===== src/rtl/decoder_nto2n_hold.sv =====
// Registered N-to-2^N one-hot decoder with valid/ready intake and a timed hold window.
// Optional sel/en parity checking is enabled by defining DECODER_PARITY_EN.
module decoder_nto2n_hold #(
  parameter int SEL_W       = 3,
  parameter int HOLD_CYCLES = 2,
  parameter int ACTIVE_LOW  = 1
) (
  input  logic                  clk,
  input  logic                  reset,
  input  logic                  in_valid,
  output logic                  in_ready,
  input  logic [SEL_W-1:0]      sel,
  input  logic                  en,
`ifdef DECODER_PARITY_EN
  input  logic                  sel_par,
  output logic                  par_err,
`endif
  output logic [2**SEL_W-1:0]   y,
  output logic                  busy,
  output logic                  done
);

  localparam int N  = 2**SEL_W;
  localparam int CW = $clog2(HOLD_CYCLES + 1);
  localparam logic [N-1:0]  INACT  = (ACTIVE_LOW != 0) ? {N{1'b1}} : {N{1'b0}};
  localparam logic [CW-1:0] RELOAD = CW'(HOLD_CYCLES - 1);

  typedef enum logic [0:0] {
    IDLE = 1'b0,
    HOLD = 1'b1
  } state_t;

  function automatic logic [N-1:0] act_pattern(input logic [SEL_W-1:0] s);
    logic [N-1:0] onehot;
    onehot = {{(N-1){1'b0}}, 1'b1} << s;
    return (ACTIVE_LOW != 0) ? ~onehot : onehot;
  endfunction

  function automatic logic even_parity(input logic e, input logic [SEL_W-1:0] s);
    return ^{e, s};
  endfunction

  state_t         state_r, state_s;
  logic [CW-1:0]  cnt_r, cnt_s;
  logic [N-1:0]   y_r, y_s;
  logic           busy_r, busy_s;
  logic           done_r, done_s;
  logic           par_err_r, par_err_s;
  logic           accept_s, par_ok_s, go_s;

  // Parity qualifier; without the option every accepted request is trusted.
  always_comb begin
`ifdef DECODER_PARITY_EN
    par_ok_s = (sel_par == even_parity(en, sel));
`else
    par_ok_s = 1'b1;
`endif
  end

  assign in_ready = (state_r == IDLE) || (cnt_r == {CW{1'b0}});
  assign accept_s = in_valid & in_ready;
  assign go_s     = accept_s & en & par_ok_s;

  // Next-state and next-output logic.
  always_comb begin
    state_s   = state_r;
    cnt_s     = cnt_r;
    y_s       = y_r;
    busy_s    = busy_r;
    done_s    = 1'b0;
    par_err_s = accept_s & ~par_ok_s;
    case (state_r)
      IDLE: begin
        if (go_s) begin
          y_s     = act_pattern(sel);
          cnt_s   = RELOAD;
          state_s = HOLD;
          busy_s  = 1'b1;
        end else if (accept_s) begin
          y_s     = INACT;
          busy_s  = 1'b0;
        end else begin
          y_s     = y_r;
        end
      end
      HOLD: begin
        if (cnt_r != {CW{1'b0}}) begin
          cnt_s = cnt_r - CW'(1);
        end else if (go_s) begin
          // Back-to-back: the ending window still reports done.
          y_s    = act_pattern(sel);
          cnt_s  = RELOAD;
          done_s = 1'b1;
        end else begin
          y_s     = INACT;
          state_s = IDLE;
          busy_s  = 1'b0;
          done_s  = 1'b1;
        end
      end
      default: begin
        y_s     = INACT;
        cnt_s   = {CW{1'b0}};
        state_s = IDLE;
        busy_s  = 1'b0;
      end
    endcase
  end

  // State and output registers; reset overrides any same-cycle accept.
  always_ff @(posedge clk) begin
    if (reset) begin
      state_r   <= IDLE;
      cnt_r     <= {CW{1'b0}};
      y_r       <= INACT;
      busy_r    <= 1'b0;
      done_r    <= 1'b0;
      par_err_r <= 1'b0;
    end else begin
      state_r   <= state_s;
      cnt_r     <= cnt_s;
      y_r       <= y_s;
      busy_r    <= busy_s;
      done_r    <= done_s;
      par_err_r <= par_err_s;
    end
  end

  assign y    = y_r;
  assign busy = busy_r;
  assign done = done_r;
`ifdef DECODER_PARITY_EN
  assign par_err = par_err_r;
`endif

endmodule

===== config.mk =====
export PLATFORM = sky130hd
export DESIGN_NAME = decoder_nto2n_hold
export DESIGN_NICKNAME = d
export VERILOG_FILES = /design/src/rtl/decoder_nto2n_hold.sv
export SDC_FILE = /design/constraint.sdc
export NUM_CORES = 1
export LEC_CHECK = 0
export ABC_AREA = 1
export BUFFER_PORTS_ARGS = -buffer_cell sky130_fd_sc_hd__buf_2
export CAP_MARGIN = 15
export CORE_AREA = 5 5 42 44
export DETAILED_ROUTE_END_ITERATION = 8
export DIE_AREA = 0 0 47 49
export GPL_TIMING_DRIVEN = 1
export PLACE_DENSITY = 0.73
export SYNTH_ARGS = -nofsm -noshare
export SYNTH_HDL_FRONTEND = slang
export SYNTH_SLANG_ARGS = --single-unit

===== constraint.sdc =====
create_clock -name clk -period 2.18 [get_ports clk]
set_clock_uncertainty 0.15 [all_clocks]
set_input_delay 0.109 -clock clk [delete_from_list [all_inputs] [get_ports clk]]
set_output_delay 0.109 -clock clk [all_outputs]
set_load 0.005 [all_outputs]

==> results of run 1 <==
[logic make-up after synthesis]
| kind of cell | Yosys count |
|---|---|
| buffers and inverters | 13 |
| AO/OA/AOI/OAI | 10 |
| flip-flops | 13 |
| AND/OR/NAND/NOR | 42 |
[critical path: cells and delay by family]
family	cells	cell delay, ns
AO/OA/AOI/OAI	1	0.17
buffers and inverters	3	0.78
AND/OR/NAND/NOR	3	0.29
[per-layer routing]
| layer | track usage (%) | share of wire [%] | up-vias | routed length (um) |
|---|---|---|---|---|
| met5 | 0 | 0 | - | 0 |
| met4 | 7.37 | 1.9 | 0 | 25 |
| met3 | 4.80 | 8.8 | 4 | 113 |
| met2 | 18.6 | 43 | 27 | 547 |
| met1 | 17.5 | 46 | 252 | 595 |
| li1 | - | - | 298 | - |
[what timing repair did]
item / 4_1_cts / 5_1_grt
setup buffers: 0 / 0
hold endpoints to repair: 2 / 0
hold buffers: 2 / 0
[cell usage after synthesis]
cell	instances
inv_1	11
nand2_2	1
a21oi_1	2
buf_2	1
nor3_1	1
nand4_1	1
nand2_1	16
dfxtp_1	13
o21ai_0	8
nand3b_1	1
inv_2	1
nand3_2	1
nor2_1	2
nand2_4	1
nand3_1	18
[final timing paths]
path | startpoint | to | slack, ns | depth (start not counted)
worst min-delay path | sel[0] | y[3] | 0.02 | 4
worst min register to register | busy | busy | 0.35 | 2
worst max-delay path | in_valid | y[2] | 0.83 | 7
worst max register to register | state_r | y[5] | 0.94 | 5
[registers in the layout (all words and copies together) (netlist names)]
| signal | count |
|---|---|
| y | 8 |
| cnt_r | 2 |
| busy | 1 |
| done | 1 |
| state_r | 1 |
[layout make-up]
cell class / count / share of cell area [%]
Clock buffer: 4 / 3.70
Timing Repair Buffer: 19 / 14.8
Inverter: 12 / 6.34
Tap cell: 16 / 2.82
Multi-Input combinational cell: 52 / 35.7
Sequential cell: 13 / 36.6
[through the flow]
step,total power [W],cells,hold slack (ns),worst slack [ns],cell area [um2]
final,0.000484,116,0.0230,0.827,711
after global routing,0.000520,116,0.0592,0.689,711
after CTS,0.000486,116,0.0218,0.844,711
after detailed placement,0.000336,110,0.144,0.942,664
after global placement,0.000335,110,0.137,0.965,664
after floorplan,0.000309,78,0.0358,1.08,564
[power breakdown]
group          internal (W)  total [W]  leakage, nW  switching, W
sequential         0.000251   0.000258        0.107    0.00000748
clock             0.0000710   0.000151       0.0150     0.0000799
combinational     0.0000319  0.0000744        0.235     0.0000425
==> results.cfg, run 1 <==
[outcome]
outcome = finished clean

[yosys]
netlist_top_cells_area = dfxtp_1, nand3_1, nand2_1, inv_1, o21ai_0
synth_area_um2 = 564
ys_types = 15
synth_compound_area_share_pct = 8.87
yosysTopAreaCellShare_pct = 46.1
yosys.area.top_type = dfxtp_1
synth_area_per_cell_um2 = 7.23
synth_top_family_by_area = simple AND/OR/NAND/NOR gates
yosys_warnings = 0
syn_nets = 85
synthSimpleGateAreaFrac_pct = 36.1
ys_seq_area_share_pct = 46.1
synthXorXnorAreaFrac_pct = 0
synth_mux_area_share_pct = 0
synth_fa_ha_area_share_pct = 0
ys_ff_latch = 13
synthCells = 78

[worst_setup_path]
slowest_stage = dlygate4sd3_1
path_cells = dlygate4sd3_1, buf_2, nand2_1, inv_1, nand2_1, o21ai_0, nand3_1
worst_ep_required_time_ns = 2.19
crit_top_cell = nand2_1
critPathLaunchType = primary input
crit_type = in -> reg
crit_path_end_kind = register
crit_arrival_ns = 1.36
cp_max_fo = 4
max_stage_delay_ns = 0.52

[timing]
finalHoldViolations = 0
setup_viol = 0
worstMarginPinSlew_ns = 0.337
slew_headroom_pct = 77.5
slew_violations = 0
rsz0062_at_grt = no
clock.fmax_mhz = 739
min_period_ns = 1.35
fin_setup_tns_ns = 0
period_share_pct = 62.1

[route]
wl_per_cell_um = 11.1
detail-route-antenna-nets = 0
firstDrtPassIters = 4
drtIter0Drc = 7
wirelength_mm = 1.28
route.detailed.drc = 0
dr_total_vias = 581
routed_via_density = 5.01

[global_routing]
grt_util_all_layers_pct = 13.4
grt_pass1_wl_mm = 2.28
grt_max_degree = 12
overflow = 0
first_global_vias = 569
antenna_found_initial = 0

[power_and_ir_drop]
irDropWorstVdd_mv = 0.312
power.density_nw_per_um2 = 680
leakage_nw = 0.357

[floorplanning]
core_um2 = 1400
die_x_um = 47
num_io_pins = 18
die_area_um2 = 2300
fp.dieH_um = 49
initial_utilization_pct = 40.3
rows = 14

[finish]
fin_nets = 108
final_cell_mix = nand3_1, buf_2, nand2_1, dfxtp_1, inv_1
antenna_cells = 0
final_core_util_pct = 50.7
syn2layout_area_growth_pct = 25.9
drive_gt1_share_pct = 24.0
fillers = 146
multi_input_area_um2 = 254
final_common_cell = nand3_1
final-seq-area_um2 = 260

[placement]
portBuffers = 17
hpwlAfterDp_um = 951
place_congestion = 0.850

[min_path]
hp-class = in -> reg

[flow_run]
cap_violations = 0

[clocking]
htree_levels = 1
clk_pin_slew_ns = 0.08
cts_tree = built
cts_resized = 0
clkLatencyLatePin_ns = 0.28
clockRootBuffer = clkbuf_4
cts_sinks = 13
cts_buffer_depth = 2
cts_buffers = 3
No activity file was read; power rests on OpenSTA's default activity.
==> inputs of run 2 (changes only) <==
--- a/config.mk
+++ b/config.mk
@@ -5,7 +5,7 @@
 export SDC_FILE = /design/constraint.sdc
 export NUM_CORES = 1
 export LEC_CHECK = 0
-export ABC_AREA = 1
+export ABC_AREA = 0
 export BUFFER_PORTS_ARGS = -buffer_cell sky130_fd_sc_hd__buf_2
 export CAP_MARGIN = 15
 export CORE_AREA = 5 5 42 44
==> constraint.sdc (replaced) <==
create_clock -name clk -period 1.3 [get_ports clk]
set_clock_uncertainty 0.15 [all_clocks]
set_input_delay 0.065 -clock clk [delete_from_list [all_inputs] [get_ports clk]]
set_output_delay 0.065 -clock clk [all_outputs]
set_load 0.005 [all_outputs]
==> run 2 against run 1 <==
  * Combinational power is 45% higher
  * Design area grew 5.5%
  * Largest cell class is now multi-input gates
  * Clock-buffer cell count unchanged
==> results.cfg, run 2 <==
[yosys]
ys.flop_type = dfxtp_1
yosysTopAreaCellShare_pct = 46.6
ys_ff_latch = 13
syn_nets = 67
synth_area_um2 = 558
synth_edf_count = 0
synth_most_common_cell = dfxtp_1
netlist_top_cells_area = dfxtp_1, mux2i_1, nor2_1, nor3_1, a21oi_1
yosys_warnings = 0
ys_seq_area_share_pct = 46.6
synth_area_per_cell_um2 = 9.30
synthTopCellsByCount = dfxtp_1, nor2_1, mux2i_1
ys_async_sr_fraction_pct = 0
ys_types = 22
yosys.area.top_type = dfxtp_1
synthCells = 60

[finish]
antenna_cells = 0
fin_nets = 93
syn2layout_area_growth_pct = 34.3
fin_cells = 101
largest_reg_flops = 8
final_cell_mix = buf_2, dfxtp_1, nor2_1, mux2i_1, nor3_1
final_common_cell = buf_2
drive_gt1_share_pct = 32.9

[min_path]
hp-class = in -> reg

[timing]
clock.fmax_mhz = 823
fin_setup_tns_ns = 0
period_share_pct = 93.4
worst_hold_slack_ns = 0.0226
rsz0062_at_grt = no
min_period_ns = 1.21
slew_headroom_pct = 78.6
worstMarginPinSlew_ns = 0.322
finalHoldViolations = 0
slew_violations = 0
setup_viol = 0

[global_routing]
grt_util_all_layers_pct = 11.2
antenna_found_initial = 0
first_global_vias = 481
overflow = 0
grt_pass1_wl_mm = 1.91
grt_max_degree = 21

[worst_setup_path]
slowest_stage = dfxtp_1
worst_ep_required_time_ns = 1.09
crit_arrival_ns = 1.00
cp_top_family = flip-flops
path_cells = buf_4, o21ai_2, buf_2
max_stage_delay_ns = 0.38
crit_type = reg -> out
crit_path_end_kind = output pin
critPathBufInv = 2
critPathLaunchType = register
cp_max_fo = 6

[clocking]
cts_post_setup_buffers_inserted = 0
cts_sinks = 13
htree_levels = 1
clk_pin_slew_ns = 0.08
cts_tree = built
cts_buffers = 3
clockRootBuffer = clkbuf_4
clkLatencyLatePin_ns = 0.27
cts_buffer_depth = 2

[floorplanning]
fp.dieH_um = 49
die_x_um = 47
rows = 14
die_area_um2 = 2300
num_io_pins = 18
core_um2 = 1400
initial_utilization_pct = 39.8

[placement]
place_congestion = 0.699
portBuffers = 17
hpwlAfterDp_um = 858
placedCellCount = 93

[power_and_ir_drop]
irDropWorstVdd_mv = 0.449
leakage_nw = 0.312
power.density_nw_per_um2 = 1030

[route]
wl_per_cell_um = 11.2
wirelength_mm = 1.13
detail-route-antenna-nets = 0
dr_total_vias = 515
routed_via_density = 5.10
firstDrtPassIters = 1
drtIter0Drc = 0
route.detailed.drc = 0

[outcome]
outcome = finished clean

[flow_run]
cap_violations = 0
-- run 2: changes by cell type after synthesis, sizes merged, moves of 2 or more --
cell    before  now
nand3       19    1
nand2       18    2
inv         12    1
mux2i        0    8
nor2         2    9
o21ai        8    1
nor3         1    6
a211oi       0    2
a21oi        2    4
nand2b       0    2
nor4         0    2
-- run 2: final cells by class --
| type | count | area (um2) |
|---|---|---|
| clock buffers | 4 | 26.3 |
| fillers | 139 | 652 |
| inverters | 1 | 3.75 |
| multi-input cells | 43 | 278 |
| flip-flops and latches | 13 | 262 |
| well taps | 16 | 20.0 |
| repair buffers | 24 | 160 |
-- run 2: worst paths after layout --
path / startpoint / endpoint / slack [ns] / cells past startpoint
worst max-delay path: state_r / in_ready / 0.09 / 3
worst min-delay path: reset / state_r / 0.02 / 2
worst max register to register: cnt_r[1] / y[3] / 0.13 / 4
worst min register to register: cnt_r[1] / cnt_r[1] / 0.37 / 1
-- run 2: logic make-up after synthesis --
| family | Yosys count | share of synthesized area [%] |
|---|---|---|
| and+or+nand+nor | 27 | 24.9 |
| DFF | 13 | 46.6 |
| AOI/OAI and AO/OA | 8 | 9.86 |
| muxes | 8 | 14.4 |
| buffers and inverters | 4 | 4.26 |
-- run 2: power by group --
group	switching, W	internal, W
Combinational	0.0000526	0.0000558
Sequential	0.00000483	0.000407
Clock	0.000131	0.000119
Total	0.000189	0.000582
-- run 2: metrics by stage --
step	util [%]	worst slack, ns	cell area, um2	total power [W]
6_report	53.5	0.0853	749	0.000770
5_1_grt	53.5	0.00836	749	0.000806
4_1_cts	53.1	0.0540	744	0.000771
3_5_place_dp	48.4	0.0962	678	0.000521
3_3_place_gp	48.4	0.142	678	0.000518
2_1_floorplan	-	0.141	558	0.000481
-- run 2: repair_timing --
item,CTS,global route
setup endpoints to repair,1,7
hold buffers,4,0
pin swaps,0,1
endpoints found under the hold margin,3,0
gates cloned,0,0
gates resized for setup,1,2
-- run 2: per-layer routing --
| layer | routed length (um) | global-route usage [%] |
|---|---|---|
| met5 | 0 | 0 |
| met3 | 89 | 4.06 |
| met4 | 27 | 6.91 |
| met2 | 516 | 17.2 |
| met1 | 500 | 12.7 |
